===== src/rtl/leb128_decoder_pkg.sv =====
// Shared definitions for the byte-serial LEB128 immediate decoder.
package leb128_decoder_pkg;

    typedef enum logic [1:0] {
        S_IDLE  = 2'd0,
        S_ACCUM = 2'd1,
        S_DONE  = 2'd2
    } state_e;

    localparam int unsigned LEB_CONT_BIT = 7;  // continuation flag position
    localparam int unsigned LEB_SIGN_BIT = 6;  // sign bit of a final sLEB128 byte
    localparam int unsigned LEB_PAYLOAD  = 7;  // payload bits per byte
    localparam int unsigned LEN_W        = 4;  // width of the encoded-length output
    localparam int unsigned SHIFT_W      = 7;  // holds 7*count up to 70

endpackage


===== src/rtl/leb128_decoder.sv =====
// LEB128 immediate decoder: one code byte per handshake, emits value and encoded length.
// Optional range check of the last permitted byte: define LEB128_STRICT_EN.
module leb128_decoder
    import leb128_decoder_pkg::*;
#(
    parameter int unsigned WIDTH     = 64,
    parameter int unsigned MAX_BYTES = 10
) (
    input  logic             clk,
    input  logic             reset,
    input  logic             abort,
    input  logic             in_signed,
    input  logic [7:0]       in_byte,
    input  logic             in_valid,
    output logic             in_ready,
    output logic [WIDTH-1:0] out_value,
    output logic [LEN_W-1:0] out_len,
    output logic             out_error,
    output logic             out_valid,
    input  logic             out_ready
);

    state_e             state_q, state_d;
    logic [WIDTH-1:0]   acc_q, acc_d, acc_next, final_value;
    logic [SHIFT_W-1:0] shift_q, shift_d, shift_next;
    logic [LEN_W-1:0]   count_q, count_d;
    logic               signed_q, signed_d, mode_signed;
    logic [WIDTH-1:0]   out_value_q, out_value_d;
    logic [LEN_W-1:0]   out_len_q, out_len_d;
    logic               out_error_q, out_error_d;
    logic               out_valid_q, out_valid_d;
    logic               in_ready_q, in_ready_d;
    logic               accept, is_cont, last_slot, overrun, finish, strict_err, fin_err;

    // Ones from bit lsb upward; an lsb at or beyond WIDTH yields no extension.
    function automatic logic [WIDTH-1:0] sext_mask(input logic [SHIFT_W-1:0] lsb);
        return {WIDTH{1'b1}} << lsb;
    endfunction

    // Byte acceptance and accumulator arithmetic for the byte on the bus.
    always_comb begin
        accept      = in_valid & in_ready_q & ~abort;
        is_cont     = in_byte[LEB_CONT_BIT];
        last_slot   = (count_q == LEN_W'(MAX_BYTES - 1));
        overrun     = is_cont & last_slot;
        finish      = accept & (~is_cont | last_slot);
        mode_signed = (state_q == S_IDLE) ? in_signed : signed_q;
        acc_next    = acc_q | (WIDTH'(in_byte[LEB_PAYLOAD-1:0]) << shift_q);
        shift_next  = shift_q + SHIFT_W'(LEB_PAYLOAD);
        final_value = acc_next;
        if (mode_signed && in_byte[LEB_SIGN_BIT]) begin
            final_value = acc_next | sext_mask(shift_next);
        end
    end

`ifdef LEB128_STRICT_EN
    localparam int unsigned KEEP = WIDTH - LEB_PAYLOAD * (MAX_BYTES - 1);
    localparam logic [LEB_PAYLOAD-1:0] HI_MASK = LEB_PAYLOAD'(7'h7F << KEEP);
    logic [LEB_PAYLOAD-1:0] sign_ref;

    // Last permitted byte: bits above the value width must repeat the sign (or be zero).
    always_comb begin
        sign_ref   = mode_signed ? {LEB_PAYLOAD{in_byte[KEEP-1]}} : '0;
        strict_err = last_slot & ~is_cont
                   & (|((in_byte[LEB_PAYLOAD-1:0] ^ sign_ref) & HI_MASK));
    end
`else
    assign strict_err = 1'b0;
`endif

    assign fin_err = overrun | strict_err;

    // State register.
    always_ff @(posedge clk or posedge reset) begin
        if (reset) state_q <= S_IDLE;
        else       state_q <= state_d;
    end

    // Next-state logic; abort wins over any handshake.
    always_comb begin
        state_d = state_q;
        if (abort) begin
            state_d = S_IDLE;
        end else begin
            unique case (state_q)
                S_IDLE:  if (accept) state_d = finish ? S_DONE : S_ACCUM;
                S_ACCUM: if (finish) state_d = S_DONE;
                S_DONE:  if (out_valid_q && out_ready) state_d = S_IDLE;
                default: state_d = S_IDLE;
            endcase
        end
    end

    // Datapath and registered-output next values.
    always_comb begin
        acc_d       = acc_q;
        shift_d     = shift_q;
        count_d     = count_q;
        signed_d    = signed_q;
        out_value_d = out_value_q;
        out_len_d   = out_len_q;
        out_error_d = out_error_q;
        out_valid_d = out_valid_q;
        in_ready_d  = in_ready_q;
        if (abort) begin
            acc_d       = '0;
            shift_d     = '0;
            count_d     = '0;
            out_error_d = 1'b0;
            out_valid_d = 1'b0;
            in_ready_d  = 1'b1;
        end else if (finish) begin
            acc_d       = '0;
            shift_d     = '0;
            count_d     = '0;
            out_value_d = fin_err ? '0 : final_value;
            out_len_d   = count_q + LEN_W'(1);
            out_error_d = fin_err;
            out_valid_d = 1'b1;
            in_ready_d  = 1'b0;
        end else if (accept) begin
            acc_d    = acc_next;
            shift_d  = shift_next;
            count_d  = count_q + LEN_W'(1);
            signed_d = mode_signed;
        end else if (out_valid_q && out_ready) begin
            out_valid_d = 1'b0;
            in_ready_d  = 1'b1;
        end
    end

    // Datapath and output registers.
    always_ff @(posedge clk or posedge reset) begin
        if (reset) begin
            acc_q       <= '0;
            shift_q     <= '0;
            count_q     <= '0;
            signed_q    <= 1'b0;
            out_value_q <= '0;
            out_len_q   <= '0;
            out_error_q <= 1'b0;
            out_valid_q <= 1'b0;
            in_ready_q  <= 1'b1;
        end else begin
            acc_q       <= acc_d;
            shift_q     <= shift_d;
            count_q     <= count_d;
            signed_q    <= signed_d;
            out_value_q <= out_value_d;
            out_len_q   <= out_len_d;
            out_error_q <= out_error_d;
            out_valid_q <= out_valid_d;
            in_ready_q  <= in_ready_d;
        end
    end

    assign in_ready  = in_ready_q;
    assign out_value = out_value_q;
    assign out_len   = out_len_q;
    assign out_error = out_error_q;
    assign out_valid = out_valid_q;

endmodule


===== config.mk =====
export PLATFORM = sky130hd
export DESIGN_NAME = leb128_decoder
export DESIGN_NICKNAME = d
export VERILOG_FILES = /design/src/rtl/leb128_decoder_pkg.sv /design/src/rtl/leb128_decoder.sv
export SDC_FILE = /design/constraint.sdc
export NUM_CORES = 1
export LEC_CHECK = 0
export ABC_AREA = 1
export CAP_MARGIN = 40
export CORE_AREA = 2 2 124 126
export CTS_CLUSTER_DIAMETER = 40
export DETAILED_ROUTE_END_ITERATION = 7
export DIE_AREA = 0 0 126 128
export PLACE_DENSITY = 0.77
export SETUP_SLACK_MARGIN = 0.05
export SYNTH_ARGS = -nofsm -noshare
export SYNTH_HDL_FRONTEND = slang
export SYNTH_SLANG_ARGS = --single-unit

===== constraint.sdc =====
create_clock -name clk -period 15.3 [get_ports clk]
set_clock_uncertainty 0.1 [all_clocks]
set_input_delay 3.825 -clock clk [delete_from_list [all_inputs] [get_ports clk]]
set_output_delay 3.825 -clock clk [all_outputs]
set_load 0.01 [all_outputs]

==> metrics.txt <==
status=completed; CP Capture Type=flip-flop; slowest library cell on the worst path=buf_4; register area=3730 um2; ANT cells=0; Arrival @ worst endpoint=5.98 ns; CP Class=in -> reg; final setup TNS=0 ns; Power Density=144 nW/um2; Synth area leaders=dfrtp_1, nand2_1, nand3_1; Initial DRT Pass Iterations=6; Clock Latency Late Sink=0.43 ns; HPWL after detailed placement=15100 um; CP peak stage delay=0.61 ns; setup bufs post-CTS=0; Resize count post-CTS=0; global-route wire length before repair=37500 um; WP buf/inv=4; Tcrit/Tclk final=37.6%; syn avg cell area=around 7.3 um2; initial antenna violation count=0; gr ovfl total=0; H-tree depth=4; f_max=174 MHz; CTS clock-pin slew for the worst setup and hold paths=roughly 0.060 ns; post-route ant nets=0; vias in the first global route=~7300; cell count after synthesis=around 1100; Core Rows=45; CTS tree=done; DR vias/cell=approximately 5.7; Multi-input gate area=~3600 um2; Die Y=128 um; synth unique cells=30; Core Region=14900 um2; crit path time final=5.75 ns; Netlist Area Pre-Place=8010 um2; total track usage=29.6%; initial drt markers=753; Synth Warn #=0; CTS sink count=149; CP top delay family=buffers and inverters; Worst setup SP type=primary input; Area Growth Syn to Fin=18.6%; syn nets=roughly 1100; Synth Register Bits=149; RePlAce Congestion=0.972; Chip Width=126 um; Total Wirelength=between 20000 and 25000 um; Pleak=~0.0046 uW; Worst-Margin Slew=0.874 ns; largest net degree at the start of global routing=78; share of layout cells above drive strength 1=just under 6%; final hold violation count=0; Buffers on Ports=84; maximum VDD drop=just under 0.0001 V; TritonCTS Buffers=17; fin nets=roughly 1200; RSZ-0062 raised after global routing=no; clock buffer depth=2; max_cap viols=0; Final Max Tran Viols=0; Fill cells=1374; via count=approximately 7600; crit-path cells=clkdlybuf4s50_1 -> inv_1 -> nand2_1 -> inv_1 -> buf_4 -> nand2_1 -> a22oi_1; io pins=85; hold buffer count at CTS=0; setup violators final=0; die area=16100 um2; clk root buf=clkbuf_16; area share of the largest cell type after synthesis=about 46%; Remaining DRCs=0; CP required=15.53 ns; top cell type by total area after synthesis=dfrtp_1; worst relative slew slack=approximately two fifths; routed length per placed instance=17.2 um; worst-path maximum fanout=64; Overall Power=1360 uW; class of the worst hold path=reg -> reg; Initial Util=53.9%; sequential share of the synthesized area=around 47%
-- cell type report --
cell class	count	share of cell area [%]
clock buffer	23	5.14
clock inverter	9	0.712
inverter	101	4.05
multi-input combinational	781	38.2
sequential	149	39.3
tap	188	2.48
timing repair buffer	95	10.1
-- kinds of logic (layout without fill, tap and decap cells) --
group | Yosys count | count (layout) | synth area share, %
xor+xnor | 2 | 2 | 0.219
flops | 149 | 149 | 46.6
fa+ha+maj | 9 | 9 | 1.41
simple gates | 615 | 615 | 31.8
compound gates | 155 | 155 | 11.6
buf+inv | 166 | 228 | 8.35
-- per-stage QoR --
| stage | utilization (%) | hold slack (ns) | std cells | cell area, um2 | worst slack [ns] |
|---|---|---|---|---|---|
| 2_1_floorplan | - | 0.350 | 1096 | 8010 | 7.37 |
| 4_1_cts | 63.8 | 0.381 | 1346 | 9490 | 9.53 |
| 5_1_grt | 63.8 | 0.397 | 1346 | 9490 | 9.31 |
| 3_5_place_dp | 60.1 | 0.364 | 1314 | 8930 | 9.07 |
| 6_report | 63.8 | 0.374 | 1346 | 9490 | 9.55 |
| 3_3_place_gp | 59.7 | 0.363 | 1310 | 8870 | 9.13 |
-- per-layer routing --
layer / wire (um) / GRT usage, %
met5: 0 / 0
met4: 724 / 12.2
met3: 1820 / 6.64
met2: 10700 / 45.4
met1: 9950 / 40.9
-- power breakdown --
part           internal, uW  switching [uW]  leakage (uW)  total (uW)
combinational           188             280       0.00236         467
sequential              462            41.9       0.00201         504
clock                   226             168      0.000267         394
total                   875             490       0.00464        1360
-- worst paths after layout --
check,start,to,slack [ns],depth (start not counted)
max in group asynchronous,reset,in_ready,10.27,4
setup reg to reg,shift_q[1],out_value[59],12.24,12
min in group asynchronous,reset,acc_q[40],3.79,2
hold reg to reg,out_value[47],out_value[47],0.37,2
setup / recovery,abort,acc_q[54],9.55,7
hold / removal,out_value[47],out_value[47],0.37,2
-- flip-flops by register name, indices dropped and copies added, names as in the netlist --
signal	flops
shift_q	7
signed_q	1
out_valid	1
acc_q	64
count_q	4
out_error	1
out_value	64
out_len	4
state_q	2
in_ready	1
-- cell usage after synthesis, drive strengths merged --
master and instances:
ha 9, nor3 2, o21ai 57, nand2 436, a31oi 4, dfrtp 148
inv 101, clkbuf 29, o22ai 9, buf 36, a21oi 32, dfstp 1
a21boi 2, xnor2 1, o21bai 2, nand4 28, nand3 109, nand3b 3
nor2 37, a22oi 49, xor2 1
-- tightest hold or removal path: stages, from the launching register on --
cell     delay, ns
dfrtp_1       0.34
nand2_1       0.05
nand2_1       0.05
-- cells in the final DEF (no fill, tap or decap), types with 2 or more instances in the layout --
master and count:
buf_8 2, nand4_1 28, clkbuf_1 2, inv_1 86, o22ai_1 9, buf_4 8, nand3b_1 3, o21bai_1 2
ha_1 9, a31oi_1 4, nand3_1 109, a22oi_1 49, nor2_1 32, clkbuf_16 17, inv_6 4, o21ai_1 41
nand2_1 431, o21ai_0 16, clkinv_2 2, clkinvlp_4 3, nand2_2 4, dfrtp_1 148, nor2_2 4, clkbuf_8 4
a21oi_1 31, clkdlybuf4s50_1 84, inv_2 14
Note: power is estimated with default switching activity, not from simulation.
